`config.mk`:
```
export PLATFORM = sky130hd
export DESIGN_NAME = op_sequencer
export DESIGN_NICKNAME = d
export VERILOG_FILES = /design/src/rtl/op_sequencer_pkg.sv /design/src/rtl/op_sequencer_seq_step_cnt.sv /design/src/rtl/op_sequencer.sv
export SDC_FILE = /design/constraint.sdc
export NUM_CORES = 1
export LEC_CHECK = 0
export BUFFER_PORTS_ARGS = -buffer_cell sky130_fd_sc_hd__buf_2
export CORE_ASPECT_RATIO = 0.7
export CORE_MARGIN = 5
export CORE_UTILIZATION = 45
export DETAILED_ROUTE_END_ITERATION = 10
export HOLD_SLACK_MARGIN = 0.1
export PLACE_DENSITY = 0.64
export SLEW_MARGIN = 5
export SYNTH_ARGS = -nofsm -noshare
export SYNTH_HDL_FRONTEND = slang
export SYNTH_SLANG_ARGS = --single-unit
```
`constraint.sdc`:
```
create_clock -name clk -period 2.3 [get_ports clk]
set_clock_uncertainty 0.1 [all_clocks]
set_input_delay 0.46 -clock clk [delete_from_list [all_inputs] [get_ports clk]]
set_output_delay 0.46 -clock clk [all_outputs]
set_load 0.01 [all_outputs]
```
`src/rtl/op_sequencer_pkg.sv`:
```
// Shared definitions for op_sequencer: state encodings, opcode and condition codes,
// flag bit indices and the state-to-strobe decode helper.
package op_sequencer_pkg;

  typedef enum logic [2:0] {
    S_IDLE   = 3'd0,
    S_LOAD_A = 3'd1,
    S_LOAD_B = 3'd2,
    S_EXEC   = 3'd3,
    S_SHIFT  = 3'd4,
    S_WB     = 3'd5,
    S_DONE   = 3'd6,
    S_EVAL   = 3'd7
  } state_t;

  localparam logic [2:0] OP_SHL = 3'b110;
  localparam logic [2:0] OP_SHR = 3'b111;
  localparam logic [2:0] OP_BR  = 3'b101;

  localparam logic [1:0] COND_ALWAYS = 2'b00;
  localparam logic [1:0] COND_Z      = 2'b01;
  localparam logic [1:0] COND_N      = 2'b10;
  localparam logic [1:0] COND_NZ     = 2'b11;

  localparam int FLAG_N = 1;
  localparam int FLAG_Z = 0;

  typedef struct packed {
    logic       busy;
    logic       done;
    logic       en_ra;
    logic       en_rb;
    logic       en_rr;
    logic       en_rpr;
    logic [2:0] alu_op;
    logic       shift_step;
  } outs_t;

  function automatic logic is_shift(input logic [2:0] op);
    return (op == OP_SHL) || (op == OP_SHR);
  endfunction

  function automatic logic cond_match(input logic [1:0] cond, input logic [1:0] flags);
    logic m;
    case (cond)
      COND_ALWAYS: m = 1'b1;
      COND_Z:      m = flags[FLAG_Z];
      COND_N:      m = flags[FLAG_N];
      COND_NZ:     m = ~flags[FLAG_Z];
      default:     m = 1'b0;
    endcase
    return m;
  endfunction

  // Strobes for the state being entered; registered by the caller.
  function automatic outs_t decode_outs(input state_t ns, input logic [2:0] op);
    outs_t o;
    o = '0;
    case (ns)
      S_IDLE:   o = '0;
      S_LOAD_A: begin o.busy = 1'b1; o.en_ra = 1'b1; o.alu_op = op; end
      S_LOAD_B: begin o.busy = 1'b1; o.en_rb = 1'b1; o.alu_op = op; end
      S_EXEC:   begin o.busy = 1'b1; o.en_rr = is_shift(op); o.alu_op = op; end
      S_SHIFT:  begin o.busy = 1'b1; o.en_rr = 1'b1; o.shift_step = 1'b1; o.alu_op = op; end
      S_WB:     begin o.busy = 1'b1; o.en_rpr = 1'b1; o.en_rr = ~is_shift(op); o.alu_op = op; end
      S_DONE:   begin o.busy = 1'b1; o.done = 1'b1; end
      S_EVAL:   begin o.busy = 1'b1; o.alu_op = op; end
      default:  o = '0;
    endcase
    return o;
  endfunction

endpackage

```
`src/rtl/op_sequencer_seq_step_cnt.sv`:
```
// Loadable down-counter for shift steps; saturates at zero, with zero and one detect.
module seq_step_cnt #(
  parameter int SHW = 3
) (
  input  logic           clk,
  input  logic           rst_n,
  input  logic           load,
  input  logic           dec,
  input  logic [SHW-1:0] din,
  output logic           zero,
  output logic           one
);

  logic [SHW-1:0] cnt_r;

  // Count register: load wins over decrement, never wraps below zero.
  always_ff @(posedge clk or negedge rst_n) begin
    if (!rst_n) begin
      cnt_r <= {SHW{1'b0}};
    end else if (load) begin
      cnt_r <= din;
    end else if (dec && (cnt_r != {SHW{1'b0}})) begin
      cnt_r <= cnt_r - SHW'(1'b1);
    end else begin
      cnt_r <= cnt_r;
    end
  end

  assign zero = (cnt_r == {SHW{1'b0}});
  assign one  = (cnt_r == SHW'(1'b1));

endmodule

```
`src/rtl/op_sequencer.sv`:
```
// ALU operation sequencer: steps one op through load/exec/shift/writeback.
// Optional branch evaluation is enabled by defining SEQ_BRANCH_EN.
module op_sequencer
  import op_sequencer_pkg::*;
#(
  parameter int W   = 8,
  parameter int SHW = $clog2(W)
) (
  input  logic           clk,
  input  logic           rst_n,
  input  logic           start,
  input  logic [2:0]     opcode,
  input  logic [SHW-1:0] shamt,
  output logic           busy,
  output logic           done,
  output logic           en_ra,
  output logic           en_rb,
  output logic           en_rr,
  output logic           en_rpr,
  output logic [2:0]     alu_op,
  output logic           shift_step
`ifdef SEQ_BRANCH_EN
  ,
  input  logic [1:0]     cond,
  input  logic [1:0]     flags,
  output logic           branch_taken
`endif
);

  state_t         state_r;
  state_t         next_state_s;
  logic [2:0]     op_r;
  logic [2:0]     op_s;
  logic [SHW-1:0] shamt_r;
  logic           accept_s;
  logic           cnt_load_s;
  logic           cnt_dec_s;
  logic           cnt_zero_s;
  logic           cnt_one_s;
  outs_t          outs_r;

  assign accept_s   = (state_r == S_IDLE) && start;
  assign cnt_load_s = (state_r == S_EXEC);
  assign cnt_dec_s  = (state_r == S_SHIFT);

  seq_step_cnt #(.SHW(SHW)) u_cnt (
    .clk   (clk),
    .rst_n (rst_n),
    .load  (cnt_load_s),
    .dec   (cnt_dec_s),
    .din   (shamt_r),
    .zero  (cnt_zero_s),
    .one   (cnt_one_s)
  );

  // Opcode seen by the decode: the incoming one while idle, the captured one afterwards.
  always_comb begin
    op_s = op_r;
    if (state_r == S_IDLE) begin
      op_s = opcode;
    end else begin
      op_s = op_r;
    end
  end

  // Next-state logic.
  always_comb begin
    next_state_s = state_r;
    case (state_r)
      S_IDLE: begin
        if (start) next_state_s = S_LOAD_A;
        else       next_state_s = S_IDLE;
      end
      S_LOAD_A: begin
`ifdef SEQ_BRANCH_EN
        if (op_r == OP_BR)        next_state_s = S_EVAL;
        else if (is_shift(op_r))  next_state_s = S_EXEC;
        else                      next_state_s = S_LOAD_B;
`else
        if (is_shift(op_r)) next_state_s = S_EXEC;
        else                next_state_s = S_LOAD_B;
`endif
      end
      S_LOAD_B: next_state_s = S_EXEC;
      S_EXEC: begin
        if (is_shift(op_r) && (shamt_r != {SHW{1'b0}})) next_state_s = S_SHIFT;
        else                                             next_state_s = S_WB;
      end
      // Zero detect is a guard only; normal exit is on the last step.
      S_SHIFT: begin
        if (cnt_one_s || cnt_zero_s) next_state_s = S_WB;
        else                         next_state_s = S_SHIFT;
      end
      S_WB:   next_state_s = S_DONE;
      S_DONE: next_state_s = S_IDLE;
`ifdef SEQ_BRANCH_EN
      S_EVAL: next_state_s = S_DONE;
`endif
      default: next_state_s = S_IDLE;
    endcase
  end

  // State, captured operands and registered strobes.
  always_ff @(posedge clk or negedge rst_n) begin
    if (!rst_n) begin
      state_r <= S_IDLE;
      op_r    <= 3'b000;
      shamt_r <= {SHW{1'b0}};
      outs_r  <= '0;
    end else begin
      state_r <= next_state_s;
      if (accept_s) begin
        op_r    <= opcode;
        shamt_r <= shamt;
      end else begin
        op_r    <= op_r;
        shamt_r <= shamt_r;
      end
      outs_r <= decode_outs(next_state_s, op_s);
    end
  end

`ifdef SEQ_BRANCH_EN
  logic branch_taken_r;

  // Branch decision: cleared on each accepted start, set at the end of EVAL.
  always_ff @(posedge clk or negedge rst_n) begin
    if (!rst_n) begin
      branch_taken_r <= 1'b0;
    end else if (accept_s) begin
      branch_taken_r <= 1'b0;
    end else if (state_r == S_EVAL) begin
      branch_taken_r <= cond_match(cond, flags);
    end else begin
      branch_taken_r <= branch_taken_r;
    end
  end

  assign branch_taken = branch_taken_r;
`endif

  assign busy       = outs_r.busy;
  assign done       = outs_r.done;
  assign en_ra      = outs_r.en_ra;
  assign en_rb      = outs_r.en_rb;
  assign en_rr      = outs_r.en_rr;
  assign en_rpr     = outs_r.en_rpr;
  assign alu_op     = outs_r.alu_op;
  assign shift_step = outs_r.shift_step;

endmodule

```
==> impl_metrics.csv <==
group,metric,value,unit
yosys,syn-num-nets,92,
yosys,synth-adder-area-share,0.0392,
timing,rsz0062_at_grt,"false",
timing,hold_viol_final,0,
cells_and_area,final_common_cell,"dfrtp_1",
yosys,syn_area,957,sq um
clock_network,clkTransAtPathRegs,0.13,ns
global_route,globalRouteTotalUtil,0.110,
clock_network,cts_buffers,3,
detailed_routing,drt_iter0_markers,27,
cells_and_area,final_area,1120,sq um
clock_network,cts-resized-gates,0,
clock_network,htree_levels,1,
timing,worst_slack,0.463,ns
timing,finalSetupTns,0,ns
global_route,grt_max_degree,23,
cells_and_area,mostFrequentLayoutCells,"22 x dfrtp_1, 18 x buf_2, 7 x mux2_2",
clock_network,clk-insertion-delay-late,0.31,ns
timing,drv_slew,0,
timing,setup_viol,0,
clock_network,hold_buffers,1,
placed_design,dp_hpwl,1.17,mm
global_route,grt_pass1_wl,2.70,mm
detailed_routing,viasPerCell,5.29,
die,die_x,65.1,um
timing,max_slew_margin,0.689,
critical_path,arrival,1.91,ns
critical_path,endpoint_kind,"flop",
global_route,antenna_found_initial,0,
clock_network,clockBufferDepth,2,
clock_network,cts_tree,"built",
die,dieArea,3160,sq um
job,cap_violations,0,
critical_path,start_kind,"flop",
placed_design,dp.cells,119,
timing,min_period,1.84,ns
min_path,hold_class,"primary input to flop",
detailed_routing,drcViolationCount,0,
status,status,"finished clean",
yosys,synth_top_family_by_area,"compound AO/OA/AOI/OAI gates",
yosys,ys_seq_elements,22,
cells_and_area,syn2layout_area_growth,17.3,%
global_route,first_global_vias,631,
detailed_routing,antenna_left,0,
yosys,synthXorXnorAreaFrac,0.0275,
critical_path,critPathRequiredTime,2.37,ns
clock_network,post_cts.repair.setup_buffers,0,
detailed_routing,vias,656,
power,total_power,1.60,mW
detailed_routing,drt-total-wl,1.53,mm
yosys,yosys_warnings,0,
critical_path,critPathMaxStageDelay,0.52,ns
clock_network,cts_sinks,22,
timing,period_share,0.799,
yosys,yosysSeqAreaShare,0.575,
critical_path,cpMaxStageDelayCell,"dfrtp_1",
cells_and_area,finalNonFillerCells,124,
cells_and_area,antenna_cells,0,
critical_path,path_cells,"nor2_1 > and3_1 > a2111o_1 > a21boi_0",
critical_path,criticalPathCategory,"flop to flop",
placed_design,place_area,1060,sq um
yosys,synth_cell_types,27,
placed_design,pre_cts_slack,0.475,ns
clock_network,cts_root_buffer,"clkbuf_4",
detailed_routing,drtPass1Iterations,4,
die,core-area,2080,sq um
critical_path,crit_fanout,11,
cells_and_area,fin_nets,113,
power,ir_drop,0.654,mV
timing,max_freq,544,MHz
yosys,netlist_instances,80,
placed_design,routabilityCongestion,0.683,
critical_path,rrSetupSlack,0.46,ns
die,placementRows,14,
yosys,synth-simple-area-share,0.110,
die,ioPinCount,19,
yosys,synth_compound_area_frac,0.118,
detailed_routing,routedWlPerCell,12.3,um
placed_design,port-buffer-count,18,
yosys,avgSynthCellArea,12.0,sq um
power,power_density,1430,nW/um^2
die,die_h,48.6,um
die,start_util,0.459,
power,leakage,0.557,nW
yosys,synthMuxAreaShare,0.0928,
global_route,gr-total-overflow,0,
timing,worst_pin_slew,0.467,ns
cells_and_area,drive_above_1_share,0.300,
## critical path, delay by kind of cell, from the launching register on
family | cells | cell delay, ns
AOI/OAI and AO/OA | 2 | 0.64
and+or+nand+nor | 2 | 0.46
DFF | 1 | 0.52
## worst paths after layout
kind	cells after the start	from	to
min	2	shamt[1]	shamt_r[1]
min in group asynchronous	2	rst_n	u_cnt.cnt_r[1]
min reg2reg	1	op_r[0]	alu_op[0]
max reg2reg	4	state_r[1]	en_rpr
max	4	state_r[1]	en_rpr
max in group asynchronous	2	rst_n	u_cnt.cnt_r[2]
## sequential cells by signal (all words and copies together) (netlist names)
signal,flops
shamt_r,3
en_rr,1
u_cnt.cnt_r,3
op_r,3
busy,1
en_ra,1
shift_step,1
done,1
state_r,3
en_rb,1
alu_op,3
en_rpr,1
## final cells by class
type	count	area (sq um)
Clock buffer	3	22.5
Clock inverter	1	30.0
Fill cell	200	962
Inverter	5	18.8
Multi-Input combinational cell	50	370
Sequential cell	22	551
Tap cell	24	30.0
Timing Repair Buffer	19	100
## routing by layer
layer / track usage / share of wire
met2: 0.177 / 0.45
met4: 0.0207 / 0.0065
met3: 0.0509 / 0.043
met1: 0.137 / 0.50
met5: 0 / 0
## Yosys cell counts
master | n | area share
ha_1 | 3 | 0.039
nand2b_1 | 2 | 0.013
and2_1 | 1 | 0.0065
nor3b_1 | 1 | 0.0078
nand3b_1 | 1 | 0.0078
a21oi_1 | 3 | 0.016
buf_2 | 2 | 0.010
xnor2_1 | 2 | 0.018
dfrtp_1 | 22 | 0.58
a21o_1 | 2 | 0.016
inv_1 | 5 | 0.020
nor2_1 | 6 | 0.024
buf_4 | 1 | 0.0078
and3_1 | 1 | 0.0065
or3b_4 | 1 | 0.012
xor2_1 | 1 | 0.0092
a31oi_1 | 2 | 0.013
or3_1 | 2 | 0.013
nor4_1 | 1 | 0.0065
mux2i_1 | 1 | 0.010
o21ai_0 | 5 | 0.026
nand2_1 | 2 | 0.0078
mux2_2 | 7 | 0.082
nor3_1 | 1 | 0.0052
a22o_1 | 3 | 0.027
a21boi_0 | 1 | 0.0078
a2111o_1 | 1 | 0.012
## kinds of logic after synthesis
group / count (synthesis)
xor gates and xnor gates: 3
AOI/OAI and AO/OA: 17
adders and majority gates: 3
DFF: 22
muxes: 8
and+or+nand+nor: 19
buffers and inverters: 8
## power breakdown
| part | leakage [nW] | internal, mW | switching, mW |
|---|---|---|---|
| Combinational | 0.258 | 0.313 | 0.314 |
| Sequential | 0.271 | 0.566 | 0.120 |
| Clock | 0.0279 | 0.176 | 0.113 |
## through the flow
stage	hold slack, ns	utilization
6_report	0.271	0.538
5_1_grt	0.266	0.538
4_1_cts	0.269	0.538
3_5_place_dp	0.343	0.508
3_3_place_gp	0.345	0.508
2_1_floorplan	0.0644	-
Note: power is estimated with default switching activity, not from simulation.
